<file path="src/rtl/scs8hd_bist_pkg.sv">
// Shared definitions for the cell BIST engines.
//   bist_state_e      : engine state encoding (IDLE, HOLD, SAMPLE, DONE)
//   MISR_POLY         : feedback polynomial of the 16-bit signature register
//   MISR_SEED_DEFAULT : signature value loaded on START / reset
//   TRUTH_*           : expected-Y tables for 4-input cells, bit v = Y for vector v
//   misr_next()       : one signature step for a single data bit
package scs8hd_bist_pkg;

  typedef enum logic [1:0] {
    ST_IDLE   = 2'd0,
    ST_HOLD   = 2'd1,
    ST_SAMPLE = 2'd2,
    ST_DONE   = 2'd3
  } bist_state_e;

  localparam logic [15:0] MISR_POLY         = 16'h1021;
  localparam logic [15:0] MISR_SEED_DEFAULT = 16'hFFFF;

  // Y = !((!A1N & !A2N) | (B1 & B2)), A[0]=A1N A[1]=A2N A[2]=B1 A[3]=B2
  localparam logic [15:0] TRUTH_A2BB2OI     = 16'h0EEE;

  function automatic logic [15:0] misr_next(input logic [15:0] sig, input logic din);
    logic fb;
    fb = sig[15] ^ din;
    return {sig[14:0], 1'b0} ^ (fb ? MISR_POLY : 16'h0000);
  endfunction

endpackage

</file>
<file path="src/rtl/scs8hd_bist_misr16.sv">
// 16-bit serial-input signature register, reusable by any BIST engine.
//   clk, rst_n : clock, asynchronous active-low reset (resets to RST_VAL)
//   load, seed : synchronous load of seed (has priority over en)
//   en, din    : fold din into the signature on this edge
//   sig        : current signature
module scs8hd_bist_misr16
  import scs8hd_bist_pkg::*;
#(
  parameter logic [15:0] RST_VAL = MISR_SEED_DEFAULT
) (
  input  logic        clk,
  input  logic        rst_n,
  input  logic        load,
  input  logic [15:0] seed,
  input  logic        en,
  input  logic        din,
  output logic [15:0] sig
);

  always_ff @(posedge clk or negedge rst_n) begin
    if (!rst_n) begin
      sig <= RST_VAL;
    end else if (load) begin
      sig <= seed;
    end else if (en) begin
      sig <= misr_next(sig, din);
    end
  end

endmodule

</file>
<file path="src/rtl/scs8hd_cellbist_4in.sv">
// Exhaustive BIST engine for a NUM_IN-input library cell. Drives every input
// vector in order, waits SETTLE_CYC cycles, samples the cell output, checks it
// against TRUTH and folds it into a 16-bit MISR signature.
//   CLK, RESETB : clock, asynchronous active-low reset
//   START       : begin a run (accepted only in IDLE or DONE)
//   CELL_Y      : cell-under-test output
//   CELL_A      : cell-under-test inputs (current vector)
//   BUSY        : run in progress
//   DONE        : run complete, held until next START or reset
//   PASS        : DONE and no mismatches
//   FAIL_CNT    : number of mismatching vectors
//   FIRST_FAIL  : index of first mismatching vector (0 if none)
//   SIGNATURE   : MISR value
module scs8hd_cellbist_4in
  import scs8hd_bist_pkg::*;
#(
  parameter int unsigned                  NUM_IN     = 4,
  parameter int unsigned                  SETTLE_CYC = 2,
  parameter logic [(2**NUM_IN)-1:0]       TRUTH      = TRUTH_A2BB2OI,
  parameter logic [15:0]                  MISR_SEED  = MISR_SEED_DEFAULT
) (
  input  logic              CLK,
  input  logic              RESETB,
  input  logic              START,
  input  logic              CELL_Y,
  output logic [NUM_IN-1:0] CELL_A,
  output logic              BUSY,
  output logic              DONE,
  output logic              PASS,
  output logic [NUM_IN:0]   FAIL_CNT,
  output logic [NUM_IN-1:0] FIRST_FAIL,
  output logic [15:0]       SIGNATURE
);

  localparam logic [NUM_IN-1:0] VEC_LAST  = '1;
  localparam logic [3:0]        HOLD_LAST = 4'(SETTLE_CYC - 1);

  bist_state_e       state, state_nxt;
  logic [NUM_IN-1:0] vec;
  logic [3:0]        hold_cnt;
  logic              y_smp;
  logic [NUM_IN:0]   fail_cnt;
  logic [NUM_IN-1:0] first_fail;
  logic              start_acc;
  logic              sample_en;
  logic              mismatch;

  assign start_acc = START && ((state == ST_IDLE) || (state == ST_DONE));
  assign sample_en = (state == ST_SAMPLE);
  // Case-inequality so an unknown Y is scored as a failure in simulation.
  assign mismatch  = (y_smp !== TRUTH[vec]);

  // State register
  always_ff @(posedge CLK or negedge RESETB) begin
    if (!RESETB) begin
      state <= ST_IDLE;
    end else begin
      state <= state_nxt;
    end
  end

  // Next-state logic
  always_comb begin
    state_nxt = state;
    unique case (state)
      ST_IDLE, ST_DONE: if (START) state_nxt = ST_HOLD;
      ST_HOLD:          if (hold_cnt == HOLD_LAST) state_nxt = ST_SAMPLE;
      ST_SAMPLE:        state_nxt = (vec == VEC_LAST) ? ST_DONE : ST_HOLD;
      default:          state_nxt = ST_IDLE;
    endcase
  end

  // Output decode
  always_comb begin
    BUSY = 1'b0;
    DONE = 1'b0;
    unique case (state)
      ST_HOLD, ST_SAMPLE: BUSY = 1'b1;
      ST_DONE:            DONE = 1'b1;
      default:            ;
    endcase
  end

  // Datapath. Y is captured on the edge that ends the settle window (exactly
  // SETTLE_CYC edges after CELL_A changed); the SAMPLE cycle then scores that
  // captured bit, which keeps the per-vector period at SETTLE_CYC+1 cycles.
  always_ff @(posedge CLK or negedge RESETB) begin
    if (!RESETB) begin
      vec        <= '0;
      hold_cnt   <= '0;
      y_smp      <= 1'b0;
      fail_cnt   <= '0;
      first_fail <= '0;
    end else if (start_acc) begin
      vec        <= '0;
      hold_cnt   <= '0;
      fail_cnt   <= '0;
      first_fail <= '0;
    end else begin
      unique case (state)
        ST_HOLD: begin
          hold_cnt <= hold_cnt + 4'd1;
          if (hold_cnt == HOLD_LAST) y_smp <= CELL_Y;
        end
        ST_SAMPLE: begin
          if (mismatch) begin
            fail_cnt <= fail_cnt + (NUM_IN+1)'(1);
            if (fail_cnt == '0) first_fail <= vec;
          end
          if (vec != VEC_LAST) begin
            vec      <= vec + NUM_IN'(1);
            hold_cnt <= '0;
          end
        end
        default: ;
      endcase
    end
  end

  scs8hd_bist_misr16 #(
    .RST_VAL (MISR_SEED)
  ) u_misr (
    .clk   (CLK),
    .rst_n (RESETB),
    .load  (start_acc),
    .seed  (MISR_SEED),
    .en    (sample_en),
    .din   (y_smp),
    .sig   (SIGNATURE)
  );

  assign CELL_A     = vec;
  assign FAIL_CNT   = fail_cnt;
  assign FIRST_FAIL = first_fail;
  assign PASS       = DONE && (fail_cnt == '0);

endmodule

</file>
<file path="config.mk">
export PLATFORM = sky130hd
export DESIGN_NAME = scs8hd_cellbist_4in
export DESIGN_NICKNAME = d
export VERILOG_FILES = /design/src/rtl/scs8hd_bist_pkg.sv /design/src/rtl/scs8hd_bist_misr16.sv /design/src/rtl/scs8hd_cellbist_4in.sv
export SDC_FILE = /design/constraint.sdc
export NUM_CORES = 1
export LEC_CHECK = 0
export ABC_AREA = 1
export CAP_MARGIN = 20
export CORE_ASPECT_RATIO = 1.25
export CORE_MARGIN = 2
export CORE_UTILIZATION = 44
export DETAILED_ROUTE_END_ITERATION = 10
export HOLD_SLACK_MARGIN = 0.06
export PLACE_DENSITY = 0.66
export SLEW_MARGIN = 40
export SYNTH_ARGS = -nofsm -noshare
export SYNTH_HDL_FRONTEND = slang
export SYNTH_SLANG_ARGS = --single-unit
export TNS_END_PERCENT = 10
</file>
<file path="constraint.sdc">
create_clock -name CLK -period 3.8 [get_ports CLK]
set_input_delay 0.76 -clock CLK [delete_from_list [all_inputs] [get_ports CLK]]
set_output_delay 0.76 -clock CLK [all_outputs]
set_load 0.05 [all_outputs]
</file>
Yosys cells after proc, flatten, opt, wreduce, memory -nomap -nowiden
Memory sizes are Yosys's and may differ from the RTL's.
Cells that the tools add are included.
Storage, ports and cells
  register bits: 36
  ROM bits: 16
  output and inout port bits: 32
  word-level logic and storage cells: 66
  memories: 1
Operators by class
  add/subtract/negate cells: 3
  $lt $le $gt $ge: 1
  eq/ne operators: 10
  mux-type cells: 23
  bitwise gates (word level): 3
  reductions and logical operators: 18
Memories
  (name not given): depth 16, width 1, rd ports 1, clocked after Yosys merged registers in 0, write ports 0, line scs8hd_cellbist_4in.sv:51  | assign mismatch = (y_smp !== TRUTH[vec]);
Operators by type and width (number)
  4-bit 2-to-1 mux: 9
  16-bit 2-to-1 mux: 2
  16-bit XOR: 1
  5-bit 2-to-1 mux: 3
  13-bit 2-to-1 mux: 1
  4-bit by 1-bit adder with 4-bit output (second input constant): 2
  4-bit case mux with 2 select lines: 1
  2-bit AND reduction: 4
  2-bit nonzero test: 4
  2-bit 2-to-1 mux: 3
  2-bit case mux with 3 select lines: 1
  3-bit AND reduction: 2
  5-bit by 1-bit adder with 5-bit output (second input constant): 1
  5-bit logical NOT: 1
  4-bit by 5-bit less-than comparator with 1-bit output (second input constant): 1
  2-bit == test (second input constant): 2
  4-bit by 1-bit == test with 1-bit output (second input constant): 1
  4-bit == test (second input constant): 1
  2-bit != test (second input constant): 2
  4-bit != test (second input constant): 1
  2-bit OR reduction: 2
  1-bit 2-to-1 mux: 3
  3-bit by 2-bit != test with 1-bit output (second input constant): 1
  3-bit nonzero test: 1
  other kinds (7): 8

Logic depth before layout (Yosys ltp)
Gate-level depths: netlist of the first run.
  word-level depth: 6
  depth in mapped cells: 9

By module
From an unflattened synthesis of the first run, not the netlist that was laid out.
Unflattened totals
  cell total of the unflattened synthesis: 253
  area total of the unflattened synthesis: 2042.0 um^2
By module, submodules not included
  scs8hd_cellbist_4in: times used 1, cells each 151, area an instance 1213.7 um^2
  scs8hd_bist_misr16: times used 1, cells each 102, area an instance 828.3 um^2

Worst setup path before layout of the first run
OpenSTA, ideal clock, no wires.
  path type: register to output
  start point: register state[1]
  end point: output port PASS
  arrival: 1.622 ns
  setup slack: 1.418 ns
  stages on the path, launching flop included: 4
  path buffers: 0
  path through: dfrtp_1 > ha_1 > inv_1 > nor2_1
Between the ends
  word-level cells in the longest chain between the ends: 3
Ends and longest elaborated chain
  from (decl): line scs8hd_cellbist_4in.sv:38  | bist_state_e state, state_nxt;
  from (signal assigned): line scs8hd_cellbist_4in.sv:58  | state <= state_nxt;
  2-bit == test: line scs8hd_cellbist_4in.sv:77  | unique case (state)
  1-bit 2-to-1 mux: line scs8hd_cellbist_4in.sv:77
  net DONE: line scs8hd_cellbist_4in.sv:28  | output logic DONE,
  1-bit logical AND: line scs8hd_cellbist_4in.sv:135  | assign PASS = DONE && (fail_cnt == '0);
  to (decl): line scs8hd_cellbist_4in.sv:29  | output logic PASS,
The timed path passes the listed nets, and every way through them passes these cells.

Final worst setup path of the first run
  start point: register state[0]
  end point: output port BUSY
Between the ends
  word-level cells in the longest chain between the ends: 3
  elaborated cells between the ends (all ways): 4
  classes of those cells: eq/ne (2); mux (1); reduce/logical (1)
Ends and longest elaborated chain
  2-bit == test or 2-bit by 1-bit == test with 1-bit output (tied branches): line scs8hd_cellbist_4in.sv:77
  2-bit OR reduction (*): line scs8hd_cellbist_4in.sv:77
  1-bit 2-to-1 mux (*): line scs8hd_cellbist_4in.sv:77
  to (decl): line scs8hd_cellbist_4in.sv:27  | output logic BUSY,
Mark *: on every way between the ends. The rest lies on a longest branch, timed or not.

==> run metrics, run 1 <==
status complete, no violations; clock transition at the registers of the reported paths 0.07 ns; initial antenna violation count 0; Worst Hold Class reg -> reg; CP max stage cell clkdlybuf4s50_1; r2r endpoint u_misr.sig[5]$_DFFE_PN1P_; Final Slew Violations 0; count of clock tree sinks 36; most used cell, CP inv_1; iteration count of the initial detailed-routing pass 4; Worst Skew 0.00986 ns; number of core rows 26; Int Pwr 0.00101 W; Initial DRC Count 101; CP endpoint kind output port; CP Max Fanout 4; Post-synth EDFFs 0; post-cts sizing count 0; f_max 0.365 GHz; proportion of layout cells with a drive suffix above 1 12.9%; Multi-input gate area 796 um^2; final hold violations 0; vias in the first global route 1,407; top cells by area, synth dfrtp_1 26%, dfstp_2 22%, nand2_1 9.3%; Netlist cell types 27; share of the synthesized area in the top cell type 26.3%; P_sw 0.00104 W; post-DP HPWL 2780 um; Total Power 0.00205 W; sequential area share after synthesis 48.4%; Synth Cell Area 1900 um^2; Slowest Stage Delay on Critical Path 0.80 ns; worst endpoint required time 3.04 ns; Synth top cells by count 47 x nand2_1, 34 x inv_1, 20 x dfrtp_1, 19 x nand3_1, 18 x nor2_1; hold_sp FIRST_FAIL[0]$_DFFE_PN0P_; relative slew slack 52.4%; worst-margin pin slew 0.712 ns; Die Width 62.8 um; die height 77.6 um; asr flop ratio synth 100%; DRT Wirelength 3790 um; H-tree depth 2; Post-route DRC 0; clock root cell clkbuf_8; Worst Hold Endpoint FIRST_FAIL[0]$_DFFE_PN0P_; synthesis-to-finish area growth 24.6%; sequential share of power 31.1%; crit path kind reg -> out; postcts setup bufs 0; fin nets 277; total global-route track usage 17.1%; Die ar. 4870 um^2; max cap viols 0; count of input and output buffers 35; Starting Density 46.1%; fill cell count 390; remaining antenna violation count after routing 0; Ys Warns 0; CTS Hold Bufs 0; Logic pwr share 56.1%; via count 1,562; unrepaired setup endpoints after global routing no; Tmin final 2.74 ns; drt wl/cell 11.8 um; Reg2Reg Setup Slack 1.76 ns; startpoint types flip-flop; r2r startpoint state[0]$_DFFE_PN0P_; clk_lat worst skew 0.29 ns; power density cells 864 nW/um^2; GPL Wtd Cong 0.806; Arrival @ worst endpoint 1.98 ns; synthesized instance count 225; Seq. cell area 921 um^2; gr ovfl total 0; FF-to-FF path depth 6; via/cell ratio 4.88; pin count of the biggest net entering global routing 37; CTS tree built; Final Setup Violations 0; WHS Path Cells 2; Ports 36; most frequent cell after synthesis nand2_1; maximum VDD drop 376 uV; Avg Inst Size Synth 8.46 um^2; CTS Buf Count 5; Critical Path, Cell by Cell inv_1 -> ha_1 -> inv_1 -> clkdlybuf4s50_1; clock share of power 12.9%; first-pass GRT wire length 6550 um; CORE AREA 4130 um^2; crit-path leading delay family buffers and inverters; Post-Route Setup TNS 0 ns; sw frac 50.9%; CTS Buffer Depth 2; syn_nets 239; antenna cells 0; Leak 1.17 nW; CP bufs+invs 3; post-synth top area cell dfrtp_1; fin crit share 72.2%; ys flop type dfrtp_1; #FFs+latches synth 36
cell type report:
type                            count  share of cell area (%)
Sequential cell                    36                    38.8
Multi-Input combinational cell    147                    33.5
Timing Repair Buffer               36                    15.1
Inverter                           37                    5.96
Tap cell                           56                    2.95
Clock buffer                        5                    2.90
Clock inverter                      3                   0.791
worst max-delay path by stage:
stage | from | endpoint | slack, ns | cells past startpoint
after floorplan | state[1]$_DFFE_PN0P_ | PASS | 1.42 | 3
after global placement | START | u_misr.sig[12]$_DFFE_PN1P_ | 1.33 | 5
after detailed placement | START | u_misr.sig[12]$_DFFE_PN1P_ | 1.34 | 5
after CTS | FAIL_CNT[0]$_DFFE_PN0P_ | PASS | 1.03 | 5
after global routing | FAIL_CNT[0]$_DFFE_PN0P_ | PASS | 0.93 | 5
final | state[0]$_DFFE_PN0P_ | BUSY | 1.06 | 4
per-layer routing:
layer	part of all wire, %	track usage, %	routed length [um]	vias to the layer above
li1	-	-	-	809
met4	1.7	6.67	63	0
met1	46	22.1	1750	717
met3	3.4	4.06	130	6
met5	0	0	0	-
met2	49	27.6	1850	30
stage by stage:
step	instance area [um^2]	hold slack [ns]	instances	utilization, %	setup WS [ns]
6_report	2370	0.471	320	57.5	1.06
5_1_grt	2370	0.504	320	57.5	0.930
4_1_cts	2370	0.477	320	57.5	1.03
3_5_place_dp	2290	0.461	312	55.3	1.34
3_3_place_gp	2290	0.453	312	55.3	1.33
2_1_floorplan	1900	0.464	225	-	1.42
flip-flops by register name, summed over array words and instances (netlist names):
name        cells
CELL_A          4
hold_cnt        4
FAIL_CNT        5
FIRST_FAIL      4
y_smp           1
u_misr.sig     16
state           2
power groups by stage:
stage | sequential (W) | combinational, W | clock [W]
global placement | 0.000641 | 0.00115 | 0
finish | 0.000637 | 0.00115 | 0.000264
detailed placement | 0.000644 | 0.00116 | 0
floorplan | 0.000905 | 0.000609 | 0
CTS | 0.000638 | 0.00116 | 0.000274
global route | 0.000656 | 0.00127 | 0.000289
layout by cell type, fill, tap and decap left out, drive strengths merged:
master	netlist	final
nand4	8	8
a21oi	5	5
clkdlybuf4s50	0	35
ha	10	10
clkbuf	0	5
xnor2	1	1
dfstp	16	16
nor2	18	18
or2	3	3
nor3	4	4
inv	37	37
dfrtp	20	20
o21ai	17	17
buf	5	1
nand3b	1	1
nand2	49	49
nand3	21	21
a22oi	9	9
a211oi	1	1
clkinv	0	3
worst min-delay path, delay by kind of cell (launching register included):
kind             cells  cell delay (ns)
and+or+nand+nor      2             0.09
DFF                  1             0.34
logic make-up after synthesis:
logic type               Yosys count  synth area share, %
adder cells (fa/ha/maj)           10                 6.57
flip-flops                        36                 48.4
buffers and inverters             42                 9.86
AND/OR/NAND/NOR                  104                 24.8
XOR/XNOR                           1                0.460
AO/OA/AOI/OAI                     32                 9.92
Note: power is estimated with default switching activity, not from simulation.
==> run 2: changes to the inputs <==
clock period = 2.6 ns   (was 3.8 ns; I/O delays follow)
==> run 2 against run 1 <==
  * Flip-flop and latch count did not move
  * Die area stayed put
  * Utilization grew 0.48 points
  * Routed wire length shrank 0.71%
==> run metrics, run 2 (same netlist as run 1, synthesis figures left out) <==
commonest non-fill, non-tap cell in the layout nand2_1; Final Setup Violations 0; clk_lat worst skew 0.29 ns; Total Power 0.00305 W; Worst Hold Endpoint FIRST_FAIL[0]$_DFFE_PN0P_; Ports 36; CTS Buf Count 5; synthesis-to-finish area growth 25.7%; CP endpoint kind output port; fin nets 277; Initial DRC Count 59; most frequent cells in the layout 47 x nand2_1, 34 x inv_1, 34 x clkdlybuf4s50_1, 20 x dfrtp_1, 19 x nand3_1; Post-route DRC 0; Post-Route Setup TNS 0 ns; via count 1,564; drt wl/cell 11.8 um; crit path kind reg -> out; DP Worst Slack 0.353 ns; f_max 0.402 GHz; unrepaired setup endpoints after global routing no; die height 77.6 um; Most flops, register u_misr.sig; number of core rows 26; Leak 1.19 nW; proportion of layout cells with a drive suffix above 1 12.9%; fin crit share 95.6%; Worst Hold Class reg -> reg; initial antenna violation count 0; first-pass GRT wire length 6520 um; WHS Path Cells 2; CORE AREA 4130 um^2; power density cells 1270 nW/um^2; remaining antenna violation count after routing 0; Starting Density 46.1%; Reg2Reg Setup Slack 0.77 ns; CTS Hold Bufs 0; max cap viols 0; count of clock tree sinks 36; FF-to-FF path depth 6; Final Slew Violations 0; worst-margin pin slew 0.506 ns; pin count of the biggest net entering global routing 37; slack of the critical path 0.115 ns; Worst Skew 0.00779 ns; Final Cell Area 2390 um^2; vias in the first global route 1,415; Tmin final 2.49 ns; GPL Wtd Cong 0.749; clock transition at the registers of the reported paths 0.07 ns; Seq. cell area 921 um^2; CTS tree built; placed cell areas 2290 um^2; total global-route track usage 17.1%; status complete, no violations; fin util 57.9%; count of input and output buffers 35; Die Width 62.8 um; relative slew slack 66.2%; via/cell ratio 4.89; DRT Wirelength 3760 um; Largest register FFs 16; gr ovfl total 0; Die ar. 4870 um^2; H-tree depth 2; hold_sp FIRST_FAIL[0]$_DFFE_PN0P_; Multi-input gate area 798 um^2; CP Max Fanout 4; startpoint types flip-flop; worst endpoint required time 2.08 ns; final hold violations 0; post-DP HPWL 2720 um; Arrival @ worst endpoint 1.97 ns; iteration count of the initial detailed-routing pass 6; r2r startpoint state[0]$_DFFE_PN0P_; antenna cells 0; clock root cell clkbuf_8; maximum VDD drop 642 uV; CTS Buffer Depth 2; r2r endpoint u_misr.sig[12]$_DFFE_PN1P_; fill cell count 391
run 2: changes by cell type in the layout (fill, tap and decap cells not counted), sizes merged:
cell,before,now
dlymetal6s2s,0,1
clkdlybuf4s50,35,34
clkbuf,5,7
clkinv,3,1
run 2: worst max path at each step:
stage                                  startpoint                    endpoint  slack (ns)
after floorplan              state[1]$_DFFE_PN0P_                        PASS        0.46
after global placement                      START   u_misr.sig[5]$_DFFE_PN1P_        0.38
after detailed placement                    START  u_misr.sig[12]$_DFFE_PN1P_        0.35
after CTS                 FAIL_CNT[0]$_DFFE_PN0P_                        PASS        0.09
after global routing         state[0]$_DFFE_PN0P_                        BUSY        0.02
final                        state[0]$_DFFE_PN0P_                        BUSY        0.11
run 2: critical path: stages, from the launching register on:
cell and delay, ns:
dfrtp_1 0.39, inv_1 0.08, ha_1 0.32, inv_1 0.09
clkdlybuf4s50_1 0.80
run 2: area by class of cell:
| cell class | count | area share, % |
|---|---|---|
| clock buffer | 7 | 4.08 |
| clock inverter | 1 | 0.209 |
| inverter | 37 | 5.91 |
| multi-input combinational | 147 | 33.4 |
| sequential | 36 | 38.5 |
| tap | 56 | 2.93 |
| timing repair buffer | 36 | 15.1 |
run 2: stage by stage:
stage | hold slack, ns | std cells
after CTS | 0.475 | 320
after floorplan | 0.224 | 225
after global placement | 0.454 | 312
final | 0.470 | 320
after global routing | 0.500 | 320
after detailed placement | 0.458 | 312
run 2: layer usage:
layer	routed length (um)	track usage (%)	vias to the layer above
met3	122	4.06	5
met5	0	0	-
met1	1740	22.1	730
met4	57	6.67	0
li1	-	-	805
met2	1840	27.7	24
run 2: what timing repair did:
action / 4_1_cts / 5_1_grt
endpoints found under the setup margin: 0 / 1
resized for setup: 0 / 1
setup buffers: 0 / 0
run 2: power by group:
part | switching (W) | leakage [nW] | internal (W) | total [W]
clock | 0.000197 | 0.0534 | 0.000246 | 0.000442
sequential | 0.000155 | 0.435 | 0.000770 | 0.000925
combinational | 0.00117 | 0.700 | 0.000516 | 0.00168
total | 0.00152 | 1.19 | 0.00153 | 0.00305
==> run 3: changes to the inputs <==
SETUP_SLACK_MARGIN = 0.5   (was unset)
==> run 3 against run 2 <==
  * First-iteration DRC count increased by 19%
  * Worst hold slack improved by 0.0015 ns
  * Critical path depth decreased by 3
  * Largest cell class unchanged
  * Clock power decreased by 1%
  * Highest routed layer unchanged
  * Fmax increased by 15%
  * Flip-flop and latch count unchanged
  * Clock skew decreased by 0.0023 ns
  * Routed wire length increased by 2.7%
==> run metrics, run 3 (same netlist as run 1, synthesis figures left out) <==
status complete, no violations; CP bufs+invs 1; CP max stage cell clkdlybuf4s50_1; Critical Path, Cell by Cell clkdlybuf4s50_1; fin crit share 83.0%; vias in the first global route 1,477; final hold violations 0; Arrival @ worst endpoint 1.64 ns; Post-route DRC 0; H-tree depth 2; unrepaired setup endpoints after global routing yes; clock transition at the registers of the reported paths 0.07 ns; DP Worst Slack 0.412 ns; Worst Skew 0.00547 ns; iteration count of the initial detailed-routing pass 4; Ports 36; f_max 0.463 GHz; Multi-input gate area 798 um^2; CTS Buf Count 5; CTS Hold Bufs 0; fin nets 278; Die Width 62.8 um; relative slew slack 48.2%; postcts setup bufs 0; Post-Route Setup TNS 0 ns; initial antenna violation count 0; crit path kind reg -> out; CP Max Fanout 3; placed cell areas 2300 um^2; Seq. cell area 921 um^2; worst endpoint required time 2.08 ns; Reg2Reg Setup Slack 0.69 ns; proportion of layout cells with a drive suffix above 1 14.0%; power density cells 1270 nW/um^2; Tmin final 2.16 ns; post-DP HPWL 2840 um; CTS Buffer Depth 2; Starting Density 46.1%; commonest non-fill, non-tap cell in the layout nand2_1; drt wl/cell 12.0 um; DRT Wirelength 3870 um; maximum VDD drop 737 uV; Total Power 0.00305 W; remaining antenna violation count after routing 0; CORE AREA 4130 um^2; first-pass GRT wire length 6600 um; Most flops, register u_misr.sig; number of core rows 26; count of input and output buffers 35; CTS tree built; Initial DRC Count 70; gr ovfl total 0; antenna cells 0; worst-margin pin slew 0.774 ns; via/cell ratio 4.88; startpoint types flip-flop; total global-route track usage 17.3%; die height 77.6 um; Final Setup Violations 0; most frequent cells in the layout 47 x nand2_1, 34 x inv_1, 31 x clkdlybuf4s50_1, 20 x dfrtp_1, 19 x nand3_1; Final Slew Violations 0; Die ar. 4870 um^2; count of clock tree sinks 36; via count 1,566; GPL Wtd Cong 0.751; clock root cell clkbuf_8; max cap viols 0; crit-path leading delay family buffers and inverters; Largest register FFs 16; post-cts sizing count 5; slack of the critical path 0.442 ns; Leak 1.18 nW; clk_lat worst skew 0.29 ns; CP endpoint kind output port; fill cell count 406; pin count of the biggest net entering global routing 37; synthesis-to-finish area growth 25.8%; Slowest Stage Delay on Critical Path 0.80 ns; Final Cell Area 2400 um^2; Worst Hold Class reg -> reg
-- run 3: per-stage QoR --
step	cells	util (%)	hold WS (ns)
after floorplan	225	-	0.224
after global placement	313	55.6	0.456
final	321	58.0	0.471
after global routing	321	58.0	0.511
after CTS	321	58.0	0.475
after detailed placement	313	55.6	0.458
-- run 3: final cells by class --
| cell class | count | area share, % |
|---|---|---|
| Clock buffer | 7 | 4.07 |
| Clock inverter | 1 | 0.209 |
| Inverter | 37 | 5.90 |
| Multi-Input combinational cell | 147 | 33.3 |
| Sequential cell | 36 | 38.4 |
| Tap cell | 56 | 2.92 |
| Timing Repair Buffer | 37 | 15.1 |
-- run 3: routing by layer --
layer  vias up  track usage [%]  share of wire [%]
li1        809                -                  -
met1       725             21.3                 46
met2        25             29.4                 49
met3         7             2.61                2.6
met4         0             8.44                2.1
met5         -                0                  0
-- run 3: report_power, final --
part	internal [W]	switching [W]	total (W)
Sequential	0.000770	0.000158	0.000929
Combinational	0.000508	0.00117	0.00168
Clock	0.000246	0.000191	0.000436
Total	0.00152	0.00152	0.00305
-- run 3: final timing paths --
path                                      startpoint                         end  depth (start not counted)
max                        u_misr.sig[6]$_DFFE_PN1P_                SIGNATURE[6]                          1
max in group asynchronous                     RESETB   u_misr.sig[2]$_DFFE_PN1P_                          2
min in group asynchronous                     RESETB     hold_cnt[1]$_DFFE_PN0P_                          2
min                        FIRST_FAIL[1]$_DFFE_PN0P_   FIRST_FAIL[1]$_DFFE_PN0P_                          2
max reg2reg                     state[0]$_DFFE_PN0P_  u_misr.sig[12]$_DFFE_PN1P_                          5
min reg2reg                FIRST_FAIL[1]$_DFFE_PN0P_   FIRST_FAIL[1]$_DFFE_PN0P_                          2
